--- src/rtl/approx_mult_err_monitor.sv ---
// Error-statistics monitor for unsigned approximate multipliers: accumulates |x*y - z_approx| over a window.
// Optional macro ERR_SQ_ACC_EN adds sq_sum, the saturating sum of squared error distances.
module approx_mult_err_monitor #(
    parameter int W           = 8,
    parameter int NUM_SAMPLES = 65536,
    parameter int CNT_W       = 17,
    parameter int ACC_W       = 40
) (
    input  logic                   clk,
    input  logic                   rst,
    input  logic                   start,
    input  logic                   in_valid,
    output logic                   in_ready,
    input  logic [W-1:0]           x,
    input  logic [W-1:0]           y,
    input  logic [2*W-1:0]         z_approx,
    output logic                   busy,
    output logic                   done,
    output logic [CNT_W-1:0]       samples,
    output logic [CNT_W-1:0]       err_cnt,
    output logic [2*W-1:0]         err_max,
    output logic [ACC_W-1:0]       err_sum,
`ifdef ERR_SQ_ACC_EN
    output logic [ACC_W+2*W-1:0]   sq_sum,
`endif
    output logic [1:0]             fsm_state
);

    localparam int PW    = 2 * W;
    localparam int ACC1  = ACC_W + 1;
    localparam logic [CNT_W-1:0] LAST = CNT_W'(NUM_SAMPLES);

    typedef enum logic [1:0] {
        IDLE  = 2'd0,
        RUN   = 2'd1,
        DRAIN = 2'd2,
        DONE  = 2'd3
    } state_t;

    state_t state, state_next;

    // Handshake: a sample transfers on a rising edge where in_valid and in_ready are both
    // high; in_ready is registered, so it never depends combinationally on in_valid.
    logic             accept;
    logic             last_accept;
    logic             clear_stats;
    logic [CNT_W-1:0] samples_inc;

    logic             s1_valid;
    logic [W-1:0]     s1_x;
    logic [W-1:0]     s1_y;
    logic [PW-1:0]    s1_z;
    logic [PW-1:0]    exact;
    logic [PW-1:0]    ed_comb;

    logic             s2_valid;
    logic [PW-1:0]    s2_ed;
    logic [ACC1-1:0]  sum_ext;

    assign accept      = in_valid & in_ready;
    assign samples_inc = samples + 1'b1;
    assign last_accept = accept && (samples_inc == LAST);
    assign fsm_state   = state;

    always_comb begin
        state_next  = state;
        clear_stats = 1'b0;
        case (state)
            IDLE, DONE: begin
                if (start) begin
                    state_next  = RUN;
                    clear_stats = 1'b1;
                end
            end
            RUN: begin
                if (last_accept) state_next = DRAIN;
            end
            DRAIN: begin
                // S2 retires into S3 on the same edge, so an empty S1 means the window is final.
                if (!s1_valid) state_next = DONE;
            end
            default: state_next = IDLE;
        endcase
    end

    always_ff @(posedge clk or posedge rst) begin
        if (rst) begin
            state    <= IDLE;
            in_ready <= 1'b0;
            busy     <= 1'b0;
            done     <= 1'b0;
        end else begin
            state    <= state_next;
            in_ready <= (state_next == RUN);
            busy     <= (state_next == RUN) || (state_next == DRAIN);
            done     <= (state_next == DONE);
        end
    end

    // S1: operand capture
    always_ff @(posedge clk or posedge rst) begin
        if (rst) begin
            s1_valid <= 1'b0;
            s1_x     <= '0;
            s1_y     <= '0;
            s1_z     <= '0;
        end else begin
            s1_valid <= accept;
            if (accept) begin
                s1_x <= x;
                s1_y <= y;
                s1_z <= z_approx;
            end
        end
    end

    // S2: exact product and error distance in either direction
    assign exact   = PW'(s1_x) * PW'(s1_y);
    assign ed_comb = (exact >= s1_z) ? (exact - s1_z) : (s1_z - exact);

    always_ff @(posedge clk or posedge rst) begin
        if (rst) begin
            s2_valid <= 1'b0;
            s2_ed    <= '0;
        end else begin
            s2_valid <= s1_valid;
            s2_ed    <= ed_comb;
        end
    end

    // S3: statistics; the extra sum bit catches the carry that triggers saturation
    assign sum_ext = {1'b0, err_sum} + ACC1'(s2_ed);

    always_ff @(posedge clk or posedge rst) begin
        if (rst) begin
            samples <= '0;
            err_cnt <= '0;
            err_max <= '0;
            err_sum <= '0;
        end else if (clear_stats) begin
            samples <= '0;
            err_cnt <= '0;
            err_max <= '0;
            err_sum <= '0;
        end else begin
            if (accept) samples <= samples_inc;
            if (s2_valid) begin
                err_sum <= sum_ext[ACC_W] ? {ACC_W{1'b1}} : sum_ext[ACC_W-1:0];
                if (s2_ed > err_max) err_max <= s2_ed;
                if (s2_ed != '0) err_cnt <= err_cnt + 1'b1;
            end
        end
    end

`ifdef ERR_SQ_ACC_EN
    localparam int SQ_W  = ACC_W + PW;
    localparam int SQ4   = 2 * PW;
    localparam int SQ_W1 = SQ_W + 1;

    logic [SQ4-1:0]   ed_sq;
    logic [SQ_W1-1:0] sq_ext;

    assign ed_sq  = SQ4'(s2_ed) * SQ4'(s2_ed);
    assign sq_ext = {1'b0, sq_sum} + SQ_W1'(ed_sq);

    always_ff @(posedge clk or posedge rst) begin
        if (rst) begin
            sq_sum <= '0;
        end else if (clear_stats) begin
            sq_sum <= '0;
        end else if (s2_valid) begin
            sq_sum <= sq_ext[SQ_W] ? {SQ_W{1'b1}} : sq_ext[SQ_W-1:0];
        end
    end
`endif

endmodule

--- config.mk ---
export PLATFORM = sky130hd
export DESIGN_NAME = approx_mult_err_monitor
export DESIGN_NICKNAME = d
export VERILOG_FILES = /design/src/rtl/approx_mult_err_monitor.sv
export SDC_FILE = /design/constraint.sdc
export NUM_CORES = 1
export LEC_CHECK = 0
export ABC_CLOCK_PERIOD_IN_PS = 18100
export BUFFER_PORTS_ARGS = -buffer_cell sky130_fd_sc_hd__buf_4
export CAP_MARGIN = 20
export CORE_ASPECT_RATIO = 1.2
export CORE_UTILIZATION = 50
export CTS_CLUSTER_DIAMETER = 80
export DETAILED_ROUTE_END_ITERATION = 8
export GPL_TIMING_DRIVEN = 0
export PLACE_DENSITY = 0.7
export SYNTH_ARGS = -nofsm -noshare
export SYNTH_HDL_FRONTEND = slang
export SYNTH_SLANG_ARGS = --single-unit
--- constraint.sdc ---
create_clock -name clk -period 18.1 [get_ports clk]
set_input_delay 1.81 -clock clk [delete_from_list [all_inputs] [get_ports clk]]
set_output_delay 1.81 -clock clk [all_outputs]
set_load 0.01 [all_outputs]
==> flow_summary_export.csv <==
group,metric,value,unit
status,status,"finished clean",
sta,max_freq,148,MHz
grt,grt_pass1_vias,9158,
logic_synthesis,async_reset_ff_share,100,%
drt,routed_wl,26400,um
logic_synthesis,synth_area_leaders,"dfrtp_1, ha_1, fa_1, nand2_1, inv_1",
pwr,p_switching,0.000948,W
critical_path,rrSetupSlack,11330,ps
cts,cts.sinks,145,
grt,grtUsageTotal,24.4,%
critical_path,timing.rr.end,"s2_ed[15]",
critical_path,critical_path.max_fanout,9,
sta,fin_tns_setup,0,ps
floorplanning,initial_utilization,51.6,%
critical_path,startpoint_type,"register",
grt,antenna_found_initial,0,
logic_synthesis,synth_edf_count,0,
pwr,pwr-share-seq,24.2,%
cts,ctsResizeCount,0,
pwr,comb_power_share,58.4,%
pwr,switching_share,44.5,%
cells_and_area,final_cells,1655,
floorplanning,dieHeight,164,um
logic_synthesis,yosys_warnings,0,
pwr,clockPowerShare,17.3,%
pwr,total_power,0.00213,W
job,drv_cap,0,
floorplanning,rows,58,
logic_synthesis,netlist_instances,1222,
cts,cts.clk_slew.worst_paths,70,ps
placed_design,dp_hpwl,20500,um
cts,hold_buffers,0,
cells_and_area,drive_gt1_share,14.2,%
pwr,leakagePower,6.29,nW
logic_synthesis,syn_area,10900,sq um
floorplanning,ios,131,
drt,drtIter0Drc,345,
cts,insertion_delay,430,ps
logic_synthesis,yosys_most_used_dff,"dfrtp_1",
logic_synthesis,avgSynthCellArea,8.94,sq um
pwr,peakVddDrop,0.118,mV
logic_synthesis,ys_top_cells_by_count,"dfrtp_1, nand2_1, inv_1, ha_1, o21ai_0",
grt,grt_max_degree,93,
drt,ant_nets,0,
critical_path,end_kind,"register",
drt,drc_errors,0,
critical_path,cp.arrival,7060,ps
cts,clockBufferDepth,2,
placed_design,port_buffers,130,
cells_and_area,area_delta_synth_final,17.9,%
critical_path,worstSetupPathType,"register to register",
cts,cts_setup_buffers,0,
logic_synthesis,synth_most_common_cell,"dfrtp_1",
cells_and_area,nets,1553,
sta,hold_violations,0,
sta,fin_crit,6770,ps
drt,firstDrtPassIters,6,
floorplanning,die-area,22500,sq um
cts,cts_tree,"done",
grt,grt_pass1_wl,43400,um
sta,drv_slew,0,
logic_synthesis,yosysTopAreaCell,"dfrtp_1",
logic_synthesis,synth_seq_cells,145,
placed_design,placed_cells,1623,
floorplanning,core,21200,sq um
critical_path,worst_r2r_path_depth,23,
logic_synthesis,synth_nets,1403,
placed_design,gp_congestion,0.893,
cells_and_area,final_util,60.8,%
cts,cts_htree_levels,4,
logic_synthesis,yosysSeqAreaShare,33.2,%
logic_synthesis,synth_top_area_share,33.2,%
sta,skew,13.2,ps
drt,post_drt_wl_per_cell,16.0,um
sta,finalSetupViolations,0,
cells_and_area,antenna_cells,0,
cts,cts-buffers-inserted,17,
sta,rsz0062_at_grt,"false",
sta,worst_pin_slew,767,ps
pwr,powerDensity,166,nW/um^2
pwr,p_int,0.00119,W
critical_path,worstSetupEndpoint,"s2_ed[15]",
logic_synthesis,synth.distinct_cells,72,
drt,dr_total_vias,9314,
worst_hold_path,holdCritPathClass,"register to register",
grt,grt.overflow.total,0,
sta,fin_crit_sh,37.4,%
critical_path,r2r-start,"s1_x[1]",
floorplanning,die_w,137,um
critical_path,required,18380,ps
critical_path,crit_start,"s1_x[1]",
drt,vias_per_cell,5.63,
sta,relSlewSlack,48.8,%
cts,root_buffer,"clkbuf_16",
power groups by stage:
stage	Clock, W	Combinational [W]	Sequential [W]
2_1_floorplan	0	0.000911	0.000515
3_3_place_gp	0	0.00121	0.000519
3_5_place_dp	0	0.00124	0.000521
4_1_cts	0.000376	0.00125	0.000516
5_1_grt	0.000389	0.00140	0.000530
6_report	0.000370	0.00125	0.000517
per-stage QoR:
stage          setup WS (ps)  hold slack [ps]  instance area [sq um]
2_1_floorplan          11990              353                  10900
3_3_place_gp           10650              389                  12200
3_5_place_dp           11300              388                  12300
4_1_cts                11280              392                  12900
5_1_grt                10730              408                  12900
6_report               11330              394                  12900
critical path: stages (launching register included):
cell and delay (ps):
dfrtp_1 480, and2_1 230, fa_1 450, fa_1 550, inv_1 50, fa_1 460, fa_1 540, inv_1 40
ha_1 330, inv_1 70, o21bai_1 90, a211o_1 310, a31oi_1 270, nor2b_1 80, o21ai_0 230, nor2b_1 260
xnor2_1 170, ha_1 320, a21o_1 210, a211oi_1 380, a21oi_4 170, a2111oi_0 540, a211oi_1 180, xor2_1 200
routing by layer:
metal / routed length [um] / up-vias / track usage [%] / share of wire [%]
li1: - / 4506 / - / -
met1: 10900 / 4500 / 28.2 / 41
met2: 13600 / 249 / 44.1 / 52
met3: 1070 / 59 / 4.29 / 4.0
met4: 769 / 0 / 10.0 / 2.9
met5: 0 / - / 0 / 0
flip-flops by register name, indices dropped and copies added, names as in the netlist:
register   cells
fsm_state      2
s2_ed         16
err_sum       40
s2_valid       1
s1_valid       1
err_cnt       17
s1_x           8
err_max       16
busy           1
samples       17
done           1
in_ready       1
s1_y           8
s1_z          16
how the worst min path moves through the flow:
stage	from	to	slack, ps	cells past startpoint
finish	s1_valid	s2_valid	390	0
global placement	s1_valid	s2_valid	390	0
global route	s1_valid	s2_valid	410	0
CTS	s1_valid	s2_valid	390	0
detailed placement	s1_valid	s2_valid	390	0
floorplan	s1_valid	s2_valid	350	0
kinds of logic (layout without fill, tap and decap cells):
family	count (synthesis)	in the layout	synth area share, %
muxes	12	12	1.16
and+or+nand+nor	402	402	18.2
AOI/OAI and AO/OA	279	279	16.5
DFF	145	145	33.2
buffers and inverters	168	331	5.99
xor gates and xnor gates	71	71	5.69
adders and majority gates	145	145	19.3
layout make-up:
type,count,area (sq um)
Inverter,125,474
Multi-Input combinational cell,909,6650
Timing Repair Buffer,131,1000
Tap cell,270,338
Buffer,43,185
Clock buffer,17,425
Fill cell,1879,8300
Sequential cell,145,3630
Clock inverter,15,185
layout by cell type (no fill, tap or decap), types with 28 or more instances in the layout:
cell / count
xor2_1: 33
clkbuf_1: 32
inv_1: 123
xnor2_1: 38
nor2_1: 68
and2_1: 61
a21oi_1: 63
fa_1: 39
nand3_1: 40
a21o_1: 28
buf_4: 130
dfrtp_1: 145
nand2_1: 130
o21ai_0: 80
ha_1: 106
No activity file was read; power rests on OpenSTA's default activity.
